File: config.mk
export PLATFORM = sky130hd
export DESIGN_NAME = axi_wdata_packer_gen_flat
export DESIGN_NICKNAME = d
export VERILOG_FILES = /design/src/rtl/axi_wdata_packer_gen_if.sv /design/src/rtl/axi_wdata_packer_gen.sv /design/src/flat_wrapper.sv
export SDC_FILE = /design/constraint.sdc
export NUM_CORES = 1
export LEC_CHECK = 0
export ABC_CLOCK_PERIOD_IN_PS = 6770
export BUFFER_PORTS_ARGS = -buffer_cell sky130_fd_sc_hd__buf_2
export CAP_MARGIN = 20
export CORE_MARGIN = 3
export CORE_UTILIZATION = 51
export DETAILED_ROUTE_END_ITERATION = 7
export GPL_ROUTABILITY_DRIVEN = 1
export PLACE_DENSITY = 0.78
export SYNTH_ARGS = -nofsm -noshare
export SYNTH_HDL_FRONTEND = slang
export SYNTH_SLANG_ARGS = --single-unit
export TNS_END_PERCENT = 10
File: constraint.sdc
create_clock -name clk -period 6.77 [get_ports clk]
set_input_delay 0.677 -clock clk [delete_from_list [all_inputs] [get_ports clk]]
set_output_delay 0.677 -clock clk [all_outputs]
set_load 0.03 [all_outputs]
File: src/rtl/axi_wdata_packer_gen_if.sv
// ---------------------------------------------------------------------------
// axi_wdata_packer_gen_if
// Bundles the three sides of the write-data packer into one interface:
//   - burst descriptor FIFO head (b_empty, burst_addr/len/size) and b_pop
//   - packet data FIFO head (data_empty, wdata_pckt = {data, byte_en}) and
//     data_fifo_pop
//   - AXI4 W channel (axi_wvalid/wdata/wstrb/wlast, rdy_from_slv = WREADY)
//   - burst_err, a one-cycle malformed-descriptor pulse
// Modport master is the packer's view; modport slave is the surrounding
// FIFOs and AXI sink.
// ---------------------------------------------------------------------------
interface axi_wdata_packer_gen_if #(
    parameter int AXI_DW = 64,
    parameter int PKT_DW = 32,
    parameter int LEN_W  = 8
);
    logic                       b_empty;
    logic [31:0]                burst_addr;
    logic [LEN_W-1:0]           burst_len;
    logic [2:0]                 burst_size;
    logic                       b_pop;
    logic                       data_empty;
    logic [PKT_DW+PKT_DW/8-1:0] wdata_pckt;
    logic                       data_fifo_pop;
    logic                       rdy_from_slv;
    logic                       axi_wvalid;
    logic [AXI_DW-1:0]          axi_wdata;
    logic [AXI_DW/8-1:0]        axi_wstrb;
    logic                       axi_wlast;
    logic                       burst_err;

    modport master (
        input  b_empty, burst_addr, burst_len, burst_size,
        input  data_empty, wdata_pckt, rdy_from_slv,
        output b_pop, data_fifo_pop,
        output axi_wvalid, axi_wdata, axi_wstrb, axi_wlast, burst_err
    );

    modport slave (
        output b_empty, burst_addr, burst_len, burst_size,
        output data_empty, wdata_pckt, rdy_from_slv,
        input  b_pop, data_fifo_pop,
        input  axi_wvalid, axi_wdata, axi_wstrb, axi_wlast, burst_err
    );
endinterface

File: src/rtl/axi_wdata_packer_gen.sv
// ---------------------------------------------------------------------------
// axi_wdata_packer_gen
// Turns one burst descriptor plus a stream of {data, byte_en} packets into
// AXI4 W beats of width AXI_DW. Full-width sizes pack several packets per
// beat; narrow sizes land on their address-derived byte lanes.
// Ports:
//   clk  - clock
//   rst  - asynchronous active-high reset (abandons any burst, pops nothing)
//   bus  - master modport of axi_wdata_packer_gen_if (descriptor FIFO,
//          packet FIFO, AXI W channel, burst_err)
// Flow: IDLE pops a descriptor, FILL pops PPB packets into a staging
// register, SEND presents the beat until WREADY, then FILL or IDLE.
// ---------------------------------------------------------------------------
module axi_wdata_packer_gen #(
    parameter int AXI_DW = 64,
    parameter int PKT_DW = 32,
    parameter int LEN_W  = 8
) (
    input  logic                   clk,
    input  logic                   rst,
    axi_wdata_packer_gen_if.master bus
);
    localparam int AB    = AXI_DW / 8;
    localparam int PB    = PKT_DW / 8;
    localparam int AB_LG = $clog2(AB);
    localparam int PB_LG = $clog2(PB);
    localparam int NLANE = AB / PB;
    localparam int PC_W  = $clog2(NLANE) + 1;

    typedef enum logic [1:0] {IDLE = 2'd0, FILL = 2'd1, SEND = 2'd2} state_t;

    state_t              state_q, state_d;
    logic [31:0]         addr_q, addr_d;
    logic [LEN_W-1:0]    len_q, len_d;
    logic [2:0]          size_q, size_d;
    logic [LEN_W:0]      beat_cnt_q, beat_cnt_d;
    logic [PC_W-1:0]     pkt_cnt_q, pkt_cnt_d;
    logic [AXI_DW-1:0]   stage_data_q, stage_data_d;
    logic [AB-1:0]       stage_strb_q, stage_strb_d;
    logic [AXI_DW-1:0]   wdata_q, wdata_d;
    logic [AB-1:0]       wstrb_q, wstrb_d;
    logic                wvalid_q, wvalid_d;
    logic                wlast_q, wlast_d;
    logic                err_q, err_d;
    logic                b_pop_c, pop_c;

    // Descriptor sanitising: clamp size to the bus width, then align the
    // address down to the (clamped) beat size.
    logic        desc_clamp, desc_misalign;
    logic [2:0]  desc_size;
    logic [31:0] desc_amask;
    assign desc_clamp    = {29'd0, bus.burst_size} > 32'(AB_LG);
    assign desc_size     = desc_clamp ? 3'(AB_LG) : bus.burst_size;
    assign desc_amask    = (32'd1 << desc_size) - 32'd1;
    assign desc_misalign = (bus.burst_addr & desc_amask) != 32'd0;

    // Placement of the packet at the FIFO head within the current beat.
    logic [31:0]       sz_w, bb_w, lane_w;
    logic [PC_W-1:0]   ppb_m1;
    logic [PB-1:0]     pkt_be, narrow_mask;
    logic [PKT_DW-1:0] pkt_data;
    logic [AXI_DW-1:0] pkt_data_sh;
    logic [AB-1:0]     pkt_strb_sh;

    assign sz_w   = {29'd0, size_q};
    assign bb_w   = 32'd1 << size_q;
    // Packets per beat minus one: 0 for sizes at or below the packet width.
    assign ppb_m1 = (sz_w > 32'(PB_LG)) ?
                    PC_W'((32'd1 << (sz_w - 32'(PB_LG))) - 32'd1) : '0;
    // Packet-sized lane index: address lane rounded to a packet, plus k.
    assign lane_w = ((addr_q >> PB_LG) % 32'(NLANE)) + 32'(pkt_cnt_q);
    // Narrow beats only strobe the BB bytes starting at addr mod PB.
    assign narrow_mask = (bb_w < 32'(PB)) ?
                         PB'(((32'd1 << bb_w) - 32'd1) << (addr_q % 32'(PB))) : '1;
    assign pkt_be      = bus.wdata_pckt[PB-1:0];
    assign pkt_data    = bus.wdata_pckt[PB +: PKT_DW];
    assign pkt_data_sh = AXI_DW'(pkt_data) << (lane_w * 32'(PKT_DW));
    assign pkt_strb_sh = AB'(pkt_be & narrow_mask) << (lane_w * 32'(PB));

    always_comb begin
        state_d      = state_q;
        addr_d       = addr_q;
        len_d        = len_q;
        size_d       = size_q;
        beat_cnt_d   = beat_cnt_q;
        pkt_cnt_d    = pkt_cnt_q;
        stage_data_d = stage_data_q;
        stage_strb_d = stage_strb_q;
        wdata_d      = wdata_q;
        wstrb_d      = wstrb_q;
        wvalid_d     = wvalid_q;
        wlast_d      = wlast_q;
        err_d        = 1'b0;
        b_pop_c      = 1'b0;
        pop_c        = 1'b0;
        case (state_q)
            IDLE: begin
                if (!bus.b_empty) begin
                    b_pop_c    = 1'b1;
                    addr_d     = bus.burst_addr & ~desc_amask;
                    len_d      = bus.burst_len;
                    size_d     = desc_size;
                    beat_cnt_d = '0;
                    pkt_cnt_d  = '0;
                    err_d      = desc_clamp | desc_misalign;
                    state_d    = FILL;
                end
            end
            FILL: begin
                if (!bus.data_empty) begin
                    pop_c = 1'b1;
                    if (pkt_cnt_q == ppb_m1) begin
                        // Last packet goes straight to the output registers
                        // together with whatever was staged before it.
                        wdata_d      = stage_data_q | pkt_data_sh;
                        wstrb_d      = stage_strb_q | pkt_strb_sh;
                        wvalid_d     = 1'b1;
                        wlast_d      = (beat_cnt_q == {1'b0, len_q});
                        stage_data_d = '0;
                        stage_strb_d = '0;
                        pkt_cnt_d    = '0;
                        state_d      = SEND;
                    end else begin
                        stage_data_d = stage_data_q | pkt_data_sh;
                        stage_strb_d = stage_strb_q | pkt_strb_sh;
                        pkt_cnt_d    = pkt_cnt_q + 1'b1;
                    end
                end
            end
            SEND: begin
                if (bus.rdy_from_slv) begin
                    wvalid_d   = 1'b0;
                    wdata_d    = '0;
                    wstrb_d    = '0;
                    wlast_d    = 1'b0;
                    beat_cnt_d = beat_cnt_q + 1'b1;
                    addr_d     = addr_q + bb_w;
                    state_d    = wlast_q ? IDLE : FILL;
                end
            end
            default: state_d = IDLE;
        endcase
    end

    always_ff @(posedge clk or posedge rst) begin
        if (rst) begin
            state_q      <= IDLE;
            addr_q       <= '0;
            len_q        <= '0;
            size_q       <= '0;
            beat_cnt_q   <= '0;
            pkt_cnt_q    <= '0;
            stage_data_q <= '0;
            stage_strb_q <= '0;
            wdata_q      <= '0;
            wstrb_q      <= '0;
            wvalid_q     <= 1'b0;
            wlast_q      <= 1'b0;
            err_q        <= 1'b0;
        end else begin
            state_q      <= state_d;
            addr_q       <= addr_d;
            len_q        <= len_d;
            size_q       <= size_d;
            beat_cnt_q   <= beat_cnt_d;
            pkt_cnt_q    <= pkt_cnt_d;
            stage_data_q <= stage_data_d;
            stage_strb_q <= stage_strb_d;
            wdata_q      <= wdata_d;
            wstrb_q      <= wstrb_d;
            wvalid_q     <= wvalid_d;
            wlast_q      <= wlast_d;
            err_q        <= err_d;
        end
    end

    // Pops are combinational; gate with rst so nothing is consumed in reset.
    assign bus.b_pop         = b_pop_c & ~rst;
    assign bus.data_fifo_pop = pop_c & ~rst;
    assign bus.axi_wvalid    = wvalid_q;
    assign bus.axi_wdata     = wdata_q;
    assign bus.axi_wstrb     = wstrb_q;
    assign bus.axi_wlast     = wlast_q;
    assign bus.burst_err     = err_q;
endmodule

File: src/flat_wrapper.sv
// flat-port wrapper written by rule: the top's interface ports become plain ports
module axi_wdata_packer_gen_flat 
#(
    parameter int AXI_DW = 64,
    parameter int PKT_DW = 32,
    parameter int LEN_W  = 8
)
  (clk, rst, bus_b_empty, bus_burst_addr, bus_burst_len, bus_burst_size, bus_data_empty, bus_wdata_pckt, bus_rdy_from_slv, bus_b_pop, bus_data_fifo_pop, bus_axi_wvalid, bus_axi_wdata, bus_axi_wstrb, bus_axi_wlast, bus_burst_err);
  axi_wdata_packer_gen_if #(.AXI_DW(AXI_DW), .PKT_DW(PKT_DW), .LEN_W(LEN_W)) bus_i ();
  input  logic clk;
  input  logic rst;
  input wire logic [$bits(bus_i.b_empty)-1:0] bus_b_empty;
  input wire logic [$bits(bus_i.burst_addr)-1:0] bus_burst_addr;
  input wire logic [$bits(bus_i.burst_len)-1:0] bus_burst_len;
  input wire logic [$bits(bus_i.burst_size)-1:0] bus_burst_size;
  input wire logic [$bits(bus_i.data_empty)-1:0] bus_data_empty;
  input wire logic [$bits(bus_i.wdata_pckt)-1:0] bus_wdata_pckt;
  input wire logic [$bits(bus_i.rdy_from_slv)-1:0] bus_rdy_from_slv;
  output wire logic [$bits(bus_i.b_pop)-1:0] bus_b_pop;
  output wire logic [$bits(bus_i.data_fifo_pop)-1:0] bus_data_fifo_pop;
  output wire logic [$bits(bus_i.axi_wvalid)-1:0] bus_axi_wvalid;
  output wire logic [$bits(bus_i.axi_wdata)-1:0] bus_axi_wdata;
  output wire logic [$bits(bus_i.axi_wstrb)-1:0] bus_axi_wstrb;
  output wire logic [$bits(bus_i.axi_wlast)-1:0] bus_axi_wlast;
  output wire logic [$bits(bus_i.burst_err)-1:0] bus_burst_err;
  assign bus_i.b_empty = bus_b_empty;
  assign bus_i.burst_addr = bus_burst_addr;
  assign bus_i.burst_len = bus_burst_len;
  assign bus_i.burst_size = bus_burst_size;
  assign bus_i.data_empty = bus_data_empty;
  assign bus_i.wdata_pckt = bus_wdata_pckt;
  assign bus_i.rdy_from_slv = bus_rdy_from_slv;
  assign bus_b_pop = bus_i.b_pop;
  assign bus_data_fifo_pop = bus_i.data_fifo_pop;
  assign bus_axi_wvalid = bus_i.axi_wvalid;
  assign bus_axi_wdata = bus_i.axi_wdata;
  assign bus_axi_wstrb = bus_i.axi_wstrb;
  assign bus_axi_wlast = bus_i.axi_wlast;
  assign bus_burst_err = bus_i.burst_err;
  axi_wdata_packer_gen #(.AXI_DW(AXI_DW), .PKT_DW(PKT_DW), .LEN_W(LEN_W)) u_core (.clk(clk), .rst(rst), .bus(bus_i));
endmodule
==> results.sh <==
export IMPL_critPathLaunchType="register"
export IMPL_synthCells=788
export IMPL_end_kind="output port"
export IMPL_wl_per_cell_microns=16.1
export IMPL_ys_flop_type="dfrtp_1"
export IMPL_hold_viol_final=0
export IMPL_setup_ws_ns=3.69
export IMPL_ys_seq_elements=174
export IMPL_power_per_cell_area_nw_per_um2=478
export IMPL_setup_viol_count_final=0
export IMPL_r2r_end="u_core.bus.axi_wstrb[6]$_DFFE_PP0P_"
export IMPL_grt_pass1_wl_microns=29400
export IMPL_start_util=0.525
export IMPL_postSynthAreaPerCell_sq_um=9.71
export IMPL_grt_pass1_vias=6089
export IMPL_drv_cap=0
export IMPL_fin_tns_setup_ns=0
export IMPL_via_per_inst=5.45
export IMPL_required_ns=6.09
export IMPL_htree_num_levels=4
export IMPL_cts_sinks=174
export IMPL_peakVddDrop_mv=0.332
export IMPL_antenna_found_initial=0
export IMPL_dp_hpwl_microns=11300
export IMPL_dp_cells=1076
export IMPL_path_clk_slew_ns=0.06
export IMPL_fp_dieH_microns=128
export IMPL_cts_tree="done"
export IMPL_ys_seq_area_frac=0.569
export IMPL_cts_buffer_depth=2
export IMPL_regArea_sq_um=4350
export IMPL_fin_crit_sh=0.456
export IMPL_antenna_cells=0
export IMPL_drt_total_wl_microns=17800
export IMPL_drt_pre_antenna_iters=5
export IMPL_yosysUniqueCellTypes=53
export IMPL_grt_usage=0.223
export IMPL_ys_warn_count=0
export IMPL_place_ws_ns=3.68
export IMPL_placed_cell_area_sq_um=8420
export IMPL_max_freq_mhz=324
export IMPL_mostFrequentLayoutCell="dfrtp_1"
export IMPL_hold_path_class="input pin to asynchronous set/reset pin"
export IMPL_r2r_start="u_core.size_q[1]$_DFFE_PP0P_"
export IMPL_core_area_sq_um=14600
export IMPL_worstMarginPinSlew_ns=1.03
export IMPL_ios=161
export IMPL_drc=0
export IMPL_postCtsHoldBufs=0
export IMPL_drt_initial_drc_count=517
export IMPL_fin_skew_ns=0.00572
export IMPL_grt_start_max_net_pins=82
export IMPL_final_area_sq_um=9030
export IMPL_layout_common_cells="dfrtp_1 (174), nand2_1 (162), a21oi_1 (143)"
export IMPL_run_status="finished clean"
export IMPL_rsz0062_at_grt="false"
export IMPL_critPathKind="register to output port"
export IMPL_fin_cells=1108
export IMPL_antenna_left=0
export IMPL_netlist_area_sq_um=7650
export IMPL_fp_dieW_microns=128
export IMPL_holdWs_ns=0.403
export IMPL_total_power_mw=4.32
export IMPL_gp_congestion=0.817
export IMPL_multiInputGateArea_sq_um=3020
export IMPL_nFillCells=1228
export IMPL_rows=44
export IMPL_grt_overflow=0
export IMPL_syn_to_final_growth_pct=18.0
export IMPL_crit_fanout=48
export IMPL_post_cts_buffers=0
export IMPL_finalCriticalPeriod_ns=3.08
export IMPL_rr_worst_depth=9
export IMPL_cts_root_buf="clkbuf_16"
export IMPL_slew_headroom=0.311
export IMPL_synthesis_nets=884
export IMPL_cts_resized=0
export IMPL_portBuffers=142
export IMPL_fin_util=0.619
export IMPL_numCtsBuffers=17
export IMPL_nets=1007
export IMPL_finalMaxSlewViolations=0
export IMPL_layout_drive_gt1_share=0.219
export IMPL_vias=6039
export IMPL_leakagePower_nw=4.31
export IMPL_die_area_sq_um=16500
export IMPL_clock_latency_ns=0.42
export IMPL_synth_edf_count=0
export IMPL_rrSetupSlack_ns=3.69
export IMPL_synth_async_reset_ratio=1.00
export IMPL_crit_arrival_ns=2.41
-- kinds of logic after synthesis --
group                      share of synthesized area
AOI/OAI and AO/OA                              0.173
xor gates and xnor gates                      0.0263
adders and majority gates                     0.0206
buffers and inverters                         0.0389
DFF                                            0.569
muxes                                         0.0131
other                                       0.000981
and+or+nand+nor                                0.158
-- synthesized netlist by cell type, drive strengths merged (3+ instances only) --
cell type	number	area share
nand2b	6	0.0049
o31ai	3	0.0029
dfrtp	174	0.57
xnor2	10	0.015
mux2	8	0.012
nand4	5	0.0041
nand3	6	0.0056
nor3	7	0.0052
ha	11	0.018
nor2b	39	0.032
clkbuf	27	0.013
o21ai	84	0.055
xor2	10	0.011
nor4	3	0.0025
nor2	28	0.014
buf	19	0.020
inv	11	0.0054
a22oi	3	0.0029
nand2	162	0.079
a21oi	143	0.094
-- registers in the layout, summed over array words and instances (netlist names) --
name,flops
u_core.bus.axi_wstrb,8
u_core.bus.burst_err,1
u_core.stage_strb_q,8
u_core.bus.axi_wlast,1
u_core.len_q,8
u_core.bus.axi_wdata,64
u_core.stage_data_q,64
u_core.beat_cnt_q,9
u_core.bus.axi_wvalid,1
u_core.size_q,3
u_core.pkt_cnt_q,2
u_core.addr_q,3
u_core.state_q,2
-- metal layers --
layer  vias up  GRT usage  wire length (microns)
li1       2921          -                      -
met1      2912      0.301                   8050
met2       187      0.361                   8490
met3        19     0.0535                   1070
met4         0     0.0692                    228
met5         -          0                      0
-- critical path: stages (launching register included) --
cell and delay [ns]:
dfrtp_1 0.51, nand2b_1 0.19, or2_2 0.45, buf_4 0.55
nor2_1 0.07, buf_2 0.20
-- final cells by class --
class	count	share of cell area
flip-flops and latches	174	0.482
multi-input cells	557	0.335
repair buffers	150	0.0853
clock buffers	19	0.0490
well taps	184	0.0255
clock inverters	13	0.0183
inverters	11	0.00513
-- power breakdown --
group	total (mW)	internal (mW)	leakage, nW	switching, mW
sequential	1.57	1.36	2.32	0.211
combinational	1.75	0.518	1.70	1.23
clock	0.998	0.591	0.286	0.406
total	4.32	2.47	4.31	1.85
-- how the worst max path moves through the flow --
stage | endpoint | slack, ns | startpoint | cells past startpoint
final | bus_data_fifo_pop | 3.69 | u_core.state_q[1]$_DFFE_PP0P_ | 5
after global routing | u_core.bus.axi_wdata[48]$_DFFE_PP0P_ | 3.40 | u_core.size_q[1]$_DFFE_PP0P_ | 9
after CTS | u_core.bus.axi_wdata[11]$_DFFE_PP0P_ | 3.64 | u_core.size_q[1]$_DFFE_PP0P_ | 9
after global placement | u_core.pkt_cnt_q[1]$_DFFE_PP0P_ | 3.71 | bus_data_empty | 7
after floorplan | u_core.addr_q[0]$_DFFE_PP0P_ | 1.38 | rst | 1
after detailed placement | u_core.pkt_cnt_q[1]$_DFFE_PP0P_ | 3.68 | bus_data_empty | 7
(Power assumes the default switching activity.)
